### src/rtl/ga_sync_pkg.sv
// Shared types and default timing constants for the Gate Array sync/interrupt block.
package ga_sync_pkg;

  typedef enum logic [1:0] {
    ST_IDLE   = 2'd0,
    ST_DELAY  = 2'd1,
    ST_ACTIVE = 2'd2
  } shaper_state_e;

  localparam int HS_DELAY   = 2;
  localparam int HS_WIDTH   = 4;
  localparam int VS_DELAY   = 2;
  localparam int VS_WIDTH   = 4;
  localparam int INT_LINES  = 52;
  localparam int INT_CNT_W  = 6;
  // A VSYNC resync only raises INT if at least this many lines have elapsed.
  localparam int INT_RESYNC_MIN = 32;

endpackage

### src/rtl/ga_sync_shaper.sv
// Delays a sync pulse by DELAY ticks and limits its width to WIDTH ticks.
// state     | meaning
// ST_IDLE   | waiting for a start edge, output low
// ST_DELAY  | counting delay ticks, output low
// ST_ACTIVE | output high, counting width ticks
module ga_sync_shaper
  import ga_sync_pkg::*;
#(
  parameter int DELAY = 2,
  parameter int WIDTH = 4
) (
  input  logic CLOCK,
  input  logic RESET,
  input  logic TICK,
  input  logic START,
  input  logic SRC,
  output logic OUT,
  output logic AT_DELAY
);

  localparam int CMAX = (DELAY > WIDTH) ? DELAY : WIDTH;
  localparam int CW   = $clog2(CMAX + 1);

  shaper_state_e state_q, state_d;
  logic [CW-1:0] cnt_q, cnt_d;
  logic          out_q, out_d;

  always_ff @(posedge CLOCK) begin
    if (RESET) begin
      state_q <= ST_IDLE;
      cnt_q   <= '0;
      out_q   <= 1'b0;
    end else begin
      state_q <= state_d;
      cnt_q   <= cnt_d;
      out_q   <= out_d;
    end
  end

  always_comb begin
    state_d  = state_q;
    cnt_d    = cnt_q;
    out_d    = out_q;
    AT_DELAY = 1'b0;
    unique case (state_q)
      ST_IDLE: begin
        if (START) begin
          state_d = ST_DELAY;
          cnt_d   = '0;
        end
      end
      ST_DELAY: begin
        if (TICK) begin
          if (!SRC) begin
            state_d = ST_IDLE;
          end else if (cnt_q == CW'(DELAY - 1)) begin
            state_d  = ST_ACTIVE;
            cnt_d    = '0;
            out_d    = 1'b1;
            AT_DELAY = 1'b1;
          end else begin
            cnt_d = cnt_q + CW'(1);
          end
        end
      end
      ST_ACTIVE: begin
        if (TICK) begin
          if (!SRC || (cnt_q == CW'(WIDTH - 1))) begin
            state_d = ST_IDLE;
            out_d   = 1'b0;
          end else begin
            cnt_d = cnt_q + CW'(1);
          end
        end
      end
      default: begin
        state_d = ST_IDLE;
        out_d   = 1'b0;
      end
    endcase
  end

  assign OUT = out_q;

endmodule

### src/rtl/ga_sync_int.sv
// Gate Array sync shaping, 52-line raster interrupt counter and HSYNC-aligned mode latch.
// Receives CRTC HSYNC/VSYNC and drives monitor sync plus the Z80 interrupt request.
module ga_sync_int #(
  parameter int HS_DELAY  = ga_sync_pkg::HS_DELAY,
  parameter int HS_WIDTH  = ga_sync_pkg::HS_WIDTH,
  parameter int VS_DELAY  = ga_sync_pkg::VS_DELAY,
  parameter int VS_WIDTH  = ga_sync_pkg::VS_WIDTH,
  parameter int INT_LINES = ga_sync_pkg::INT_LINES
) (
  input  logic       CLOCK,
  input  logic       RESET,
  input  logic       CLKEN,
  input  logic       HSYNC_IN,
  input  logic       VSYNC_IN,
  input  logic       INT_ACK,
  input  logic       CNT_CLR,
  input  logic       MODE_WE,
  input  logic [1:0] MODE_IN,
  output logic       HSYNC_OUT,
  output logic       VSYNC_OUT,
  output logic       INT,
  output logic [5:0] INT_CNT,
  output logic [1:0] MODE
);
  import ga_sync_pkg::*;

  localparam logic [INT_CNT_W-1:0] CNT_LAST   = INT_CNT_W'(INT_LINES - 1);
  localparam logic [INT_CNT_W-1:0] CNT_RESYNC = INT_CNT_W'(INT_RESYNC_MIN);

  logic                 h_prev_q, v_prev_q;
  logic                 primed_q;
  logic [1:0]           pend_q, pend_d;
  logic [1:0]           mode_q, mode_d;
  logic [INT_CNT_W-1:0] cnt_q, cnt_d;
  logic                 int_q, int_d;
  logic                 hs_rise, hs_fall, vs_rise;
  logic                 h_at_delay, v_at_delay;

  // primed_q blocks rise detection until the inputs have been sampled once after
  // reset, so a sync already high at release is not mistaken for a fresh edge.
  assign hs_rise = CLKEN &  HSYNC_IN & ~h_prev_q & primed_q;
  assign hs_fall = CLKEN & ~HSYNC_IN &  h_prev_q;
  assign vs_rise = CLKEN &  VSYNC_IN & ~v_prev_q & primed_q;

  ga_sync_shaper #(.DELAY(HS_DELAY), .WIDTH(HS_WIDTH)) u_h_shaper (
    .CLOCK    (CLOCK),
    .RESET    (RESET),
    .TICK     (CLKEN),
    .START    (hs_rise),
    .SRC      (HSYNC_IN),
    .OUT      (HSYNC_OUT),
    .AT_DELAY (h_at_delay)
  );

  ga_sync_shaper #(.DELAY(VS_DELAY), .WIDTH(VS_WIDTH)) u_v_shaper (
    .CLOCK    (CLOCK),
    .RESET    (RESET),
    .TICK     (hs_fall),
    .START    (vs_rise),
    .SRC      (VSYNC_IN),
    .OUT      (VSYNC_OUT),
    .AT_DELAY (v_at_delay)
  );

  always_comb begin
    pend_d = MODE_WE ? MODE_IN : pend_q;
    mode_d = hs_rise ? pend_d : mode_q;
  end

  always_comb begin
    cnt_d = cnt_q;
    int_d = int_q;
    if (CNT_CLR) begin
      cnt_d = '0;
      int_d = 1'b0;
    end else begin
      if (INT_ACK) begin
        int_d                = 1'b0;
        cnt_d[INT_CNT_W-1]   = 1'b0;
      end
      if (hs_fall) begin
        if (v_at_delay) begin
          if (cnt_q >= CNT_RESYNC) int_d = 1'b1;
          cnt_d = '0;
        end else if (cnt_q == CNT_LAST) begin
          cnt_d = '0;
          int_d = 1'b1;
        end else begin
          cnt_d = cnt_d + INT_CNT_W'(1);
        end
      end
    end
  end

  always_ff @(posedge CLOCK) begin
    if (RESET) begin
      h_prev_q <= 1'b0;
      v_prev_q <= 1'b0;
      primed_q <= 1'b0;
      pend_q   <= '0;
      mode_q   <= '0;
      cnt_q    <= '0;
      int_q    <= 1'b0;
    end else begin
      if (CLKEN) begin
        h_prev_q <= HSYNC_IN;
        v_prev_q <= VSYNC_IN;
        primed_q <= 1'b1;
      end
      pend_q <= pend_d;
      mode_q <= mode_d;
      cnt_q  <= cnt_d;
      int_q  <= int_d;
    end
  end

  assign INT     = int_q;
  assign INT_CNT = cnt_q;
  assign MODE    = mode_q;

endmodule

### config.mk
export PLATFORM = sky130hd
export DESIGN_NAME = ga_sync_int
export DESIGN_NICKNAME = d
export VERILOG_FILES = /design/src/rtl/ga_sync_pkg.sv /design/src/rtl/ga_sync_shaper.sv /design/src/rtl/ga_sync_int.sv
export SDC_FILE = /design/constraint.sdc
export NUM_CORES = 1
export LEC_CHECK = 0
export ABC_AREA = 1
export CELL_PAD_IN_SITES_DETAIL_PLACEMENT = 0
export CELL_PAD_IN_SITES_GLOBAL_PLACEMENT = 1
export CORE_MARGIN = 3
export CORE_UTILIZATION = 42
export DETAILED_ROUTE_END_ITERATION = 8
export PLACE_DENSITY_LB_ADDON = 0.25
export SLEW_MARGIN = 40
export SYNTH_ARGS = -nofsm -noshare
export SYNTH_HDL_FRONTEND = slang
export SYNTH_SLANG_ARGS = --single-unit
### constraint.sdc
create_clock -name CLOCK -period 3.05 [get_ports CLOCK]
set_input_delay 0.7625 -clock CLOCK [delete_from_list [all_inputs] [get_ports CLOCK]]
set_output_delay 0.7625 -clock CLOCK [all_outputs]
set_load 0.02 [all_outputs]
# Word level (Yosys, flattened, before mapping)
# Cells that the tools add are included.
# Widths: inputs -> output; s select.
word_totals:
  ff_bits: 26
op_classes:
  n_eq_ne: 25
  muxes: 55
  n_lt_le_gt_ge: 1
  reduce_logical: 15
  bitwise: 13
  add_sub_neg: 3
op_table:
  columns: ["operator", "n"]
  rows:
  - ["$mux 3", 12]
  - ["$mux 2", 13]
  - ["$reduce_and 6->1", 4]
  - ["$mux 1", 21]
  - ["$mux 6", 3]
  - ["$ne 2x2->1 const B", 9]
  - ["$pmux 3 s3", 2]
  - ["$pmux 2 s3", 2]
  - ["$ne 2x1->1 const B", 5]
  - ["$reduce_and 5->1", 2]
  - ["$and 1x1->1", 8]
  - ["$add 3x1->3 const B", 2]
  - ["$add 6x1->6 const B", 1]
  - ["$eq 3x1->1 const B", 2]
  - ["$eq 3x2->1 const B", 2]
  - ["$eq 6x6->1 const B", 1]
  - ["$ge 6x6->1 const B", 1]
  - ["$ne 3x2->1 const B", 2]
  - ["$pmux 1 s3", 2]
  - ["$reduce_bool 3->1", 2]
  - ["$not 1->1", 5]
  - ["$eq 2x1->1 const B", 2]
  - ["$eq 2x2->1 const B", 2]
  - ["$logic_not 2->1", 2]
  - ["other kinds (3)", 5]

# Logic depth before layout (Yosys ltp)
logic_depth:
  word_depth: 7
  ltp_mapped: 11
  depth_no_buf: 11

# By module
# A second synthesis with hierarchy kept.
unflattened:
  hier_cells: 262
  area_unflattened_um2: 1675.4
by_module_without_submodules:
  columns: ["module", "seq_area_each_um2", "instances", "cells_each", "area_each_um2"]
  rows:
  - ["ga_sync_shaper", 120.1, 2, 86, 506.7]
  - ["ga_sync_int", 280.3, 1, 90, 661.9]

# Worst setup path after synthesis
# OpenSTA, ideal clock, no wires.
synth_path:
  path_kind: "input to register"
  from: "input port HSYNC_IN"
  to: "register u_v_shaper.state_q[0]"
  arrival_time_ns: 1.345
  path_slack_ns: 1.592
  cell_stages: 8
  setup_time_ns: 0.113
  path_cell_list: "inv_2 nand3_4 nand2_4 nand2_4 nor2_4 nand2_1 nand2_1 nor2_1"
synth_between:
  elab_chain_cells: 5
synth_rtl:
  columns: ["item", "line", "source"]
  rows:
  - ["from (decl)", "ga_sync_int.sv:13", "input logic HSYNC_IN,"]
  - ["$not 1->1 (*)", "ga_sync_int.sv:42", "assign hs_fall = CLKEN & ~HSYNC_IN & h_prev_q;"]
  - ["$and 1x1->1 (*) (2 in a row)", "ga_sync_int.sv:42", null]
  - ["$ne 2x2->1 (no line)", null, null]
  - ["$reduce_and 5->1 (no line) (*)", null, null]
  - ["to (signal assigned)", "ga_sync_shaper.sv:34", "state_q <= state_d;"]
  - ["to (decl)", "ga_sync_shaper.sv:24", "shaper_state_e state_q, state_d;"]
# Every way passes the cells marked *; elsewhere a longest branch is shown, timed or not.
# A chain may end at the register's enable or synchronous reset.

# Worst setup path in the final report
layout_path:
  from: "register cnt_q[1] (netlist: INT_CNT[1])"
  to: "output port INT_CNT[1]"
layout_lines:
  columns: ["item", "line", "source"]
  rows:
  - ["from (decl)", "ga_sync_int.sv:34", "logic [INT_CNT_W-1:0] cnt_q, cnt_d;"]
  - ["from (signal assigned)", "ga_sync_int.sv:112", "cnt_q <= cnt_d;"]
  - ["to (decl)", "ga_sync_int.sv:22", "output logic [5:0] INT_CNT,"]
# No word-level cell between the ends.

==> impl_metrics.json <==
{
  "ys.flop_type": "dfxtp_1",
  "dieArea_um2": 4690,
  "grt_pass1_vias": 1217,
  "cts_tree": "done",
  "die_w_um": 68.5,
  "numCtsBuffers": 3,
  "remaining_drc_errors": 0,
  "setup_tns_ns": 0,
  "synth.area.mux_share_pct": 0,
  "die_y_um": 68.5,
  "vias_per_cell": 4.53,
  "slew_headroom_pct": 67.6,
  "grt_pass1_wl_um": 5130,
  "avgSynthCellArea_um2": 6.95,
  "synth-simple-area-share_pct": 39.0,
  "end_kind": "output pin",
  "core_region_area_um2": 3720,
  "finalCriticalPeriod_ns": 2.06,
  "grt-ovfl-total": 0,
  "htreeDepth": 1,
  "p_leak_nw": 0.914,
  "ys_seq_elements": 26,
  "synth_fa_ha_area_share_pct": 10.7,
  "slowest_stage": "clkdlybuf4s50_1",
  "crit_family": "buffers and inverters",
  "required_ns": 2.29,
  "hold_viol_final": 0,
  "slowest_delay_ns": 0.63,
  "clkLatencyLatePin_ns": 0.27,
  "max_freq_mhz": 485,
  "drive_gt1_share_pct": 10.0,
  "initial_core_util_pct": 44.1,
  "vias": 1391,
  "dpl.hpwl_um": 2370,
  "syn-num-nets": 260,
  "rsz0062_at_grt": "false",
  "ys_types": 29,
  "synth_async_sr_flop_share_pct": 0,
  "rrSetupSlack_ns": 1.59,
  "netlist_area_um2": 1640,
  "rows": 22,
  "firstDrtPassIters": 4,
  "synth_top_family_by_area": "simple AND/OR/NAND/NOR gates",
  "ios": 21,
  "whs_ns": 0.451,
  "synthXorXnorAreaFrac_pct": 0.534,
  "synth_compound_area_share_pct": 7.17,
  "drtIter0Drc": 47,
  "yosysTopAreaCellShare_pct": 31.7,
  "drv_cap": 0,
  "yosys_warnings": 0,
  "peakVddDrop_mv": 0.370,
  "synthTopCellsByArea": "dfxtp_1, nand2_1, ha_1",
  "wl_um": 3040,
  "synth_common_cells": "nand2_1, inv_1, nor2_1",
  "tightest_slew_ns": 0.485,
  "area_growth_pct": 19.0,
  "cts_repair_resize_count": 0,
  "wl_per_cell_um": 9.90,
  "path_buf_inv": 1,
  "antenna_found_initial": 0,
  "powerDensity_nw_per_um2": 832,
  "clock_path_buffers": 2,
  "postSynthCellCount": 236,
  "path_clk_slew_ns": 0.09,
  "cp_max_fo": 5,
  "final-max-slew-violation-count": 0,
  "antenna_cells": 0,
  "ant_nets": 0,
  "synth_edf_count": 0,
  "min_path_type": "flop to flop",
  "cp-start-kind": "flop",
  "yosysSeqAreaShare_pct": 31.7,
  "cts_hold_buf": 0,
  "finalSetupViolCount": 0,
  "path_class": "flop to output pin",
  "cts_sinks": 26,
  "status": "completed",
  "routabilityCongestion": 0.837,
  "skew_ns": 0.00270,
  "worst_ep_arrival_time_ns": 1.30,
  "finalCritPeriodShare_pct": 67.6,
  "grt_use_total_pct": 14.2,
  "cts_root_buffer": "clkbuf_8",
  "yosys.area.top_type": "dfxtp_1",
  "cp_cell_sequence": "clkdlybuf4s50_1",
  "synthMostInstantiatedCell": "nand2_1",
  "cts_setup_buffers": 0,
  "grt_max_degree": 16,
  "fin_nets": 284,
  "port_buffers": 20
}
-- sequential cells by signal, indices dropped and copies added, names as in the netlist --
name	count
u_h_shaper.state_q	2
MODE	2
u_h_shaper.OUT	1
INT	1
primed_q	1
u_v_shaper.OUT	1
INT_CNT	6
u_h_shaper.cnt_q	3
pend_q	2
h_prev_q	1
u_v_shaper.state_q	2
u_v_shaper.cnt_q	3
v_prev_q	1
-- kinds of logic after synthesis --
kind of cell	count (synthesis)
and+or+nand+nor	128
adders and majority gates	14
xor gates and xnor gates	1
DFF	26
AOI/OAI and AO/OA	20
buffers and inverters	47
-- per-stage QoR --
step | area (um2) | setup slack (ns) | power (mW) | std cells | util, %
after floorplan | 1640 | 1.59 | 1.23 | 236 | -
after global placement | 1900 | 0.814 | 1.41 | 303 | 51.0
after detailed placement | 1900 | 0.842 | 1.41 | 303 | 51.0
after CTS | 1950 | 0.981 | 1.64 | 307 | 52.5
after global routing | 1950 | 0.920 | 1.80 | 307 | 52.5
final | 1950 | 0.987 | 1.62 | 307 | 52.5
-- placed cells by master (no fill, tap or decap), types with 3 or more instances in the layout --
| master | Yosys | layout |
|---|---|---|
| dfxtp_1 | 26 | 26 |
| ha_1 | 14 | 14 |
| nand3_2 | 3 | 3 |
| nor2_1 | 31 | 31 |
| clkbuf_8 | 0 | 4 |
| nand3b_1 | 3 | 3 |
| o21ai_0 | 3 | 3 |
| nand2_4 | 4 | 4 |
| clkdlybuf4s50_1 | 0 | 20 |
| nand2_2 | 3 | 3 |
| a21oi_1 | 8 | 8 |
| o21ai_1 | 4 | 4 |
| nand3_1 | 16 | 16 |
| nand2_1 | 56 | 56 |
| nor3_1 | 3 | 3 |
| inv_1 | 43 | 43 |
-- metal layers --
metal  wire (um)  part of all wire [%]  track usage [%]
met1        1560                    51             18.6
met2        1320                    43             23.4
met3         141                   4.6             2.11
met4          27                  0.89             5.21
met5           0                     0                0
-- worst register-to-register path, delay by kind of cell (launching register included) --
kind,cells,cell delay [ns]
buffers and inverters,2,0.16
adders and majority gates,1,0.28
AOI/OAI and AO/OA,1,0.12
and+or+nand+nor,5,0.47
DFF,1,0.33
-- report_power, final --
group	internal [mW]	switching, mW	leakage [nW]
logic	0.356	0.574	0.672
registers	0.421	0.0480	0.213
clock network	0.115	0.109	0.0288
-- worst paths after layout --
| kind | startpoint | endpoint | cells past startpoint |
|---|---|---|---|
| worst max register to register | u_v_shaper.state_q[1] | INT_CNT[3] | 9 |
| worst min register to register | MODE[1] | MODE[1] | 2 |
| worst max-delay path | INT_CNT[1] | INT_CNT[1] | 1 |
| worst min-delay path | MODE[1] | MODE[1] | 2 |
-- area by class of cell --
| type | count | area, um2 |
|---|---|---|
| well taps | 48 | 60.1 |
| multi-input cells | 163 | 941 |
| fillers | 377 | 1760 |
| inverters | 46 | 175 |
| flip-flops and latches | 26 | 520 |
| clock buffers | 4 | 55.1 |
| repair buffers | 20 | 200 |
No activity file was read; power rests on OpenSTA's default activity.
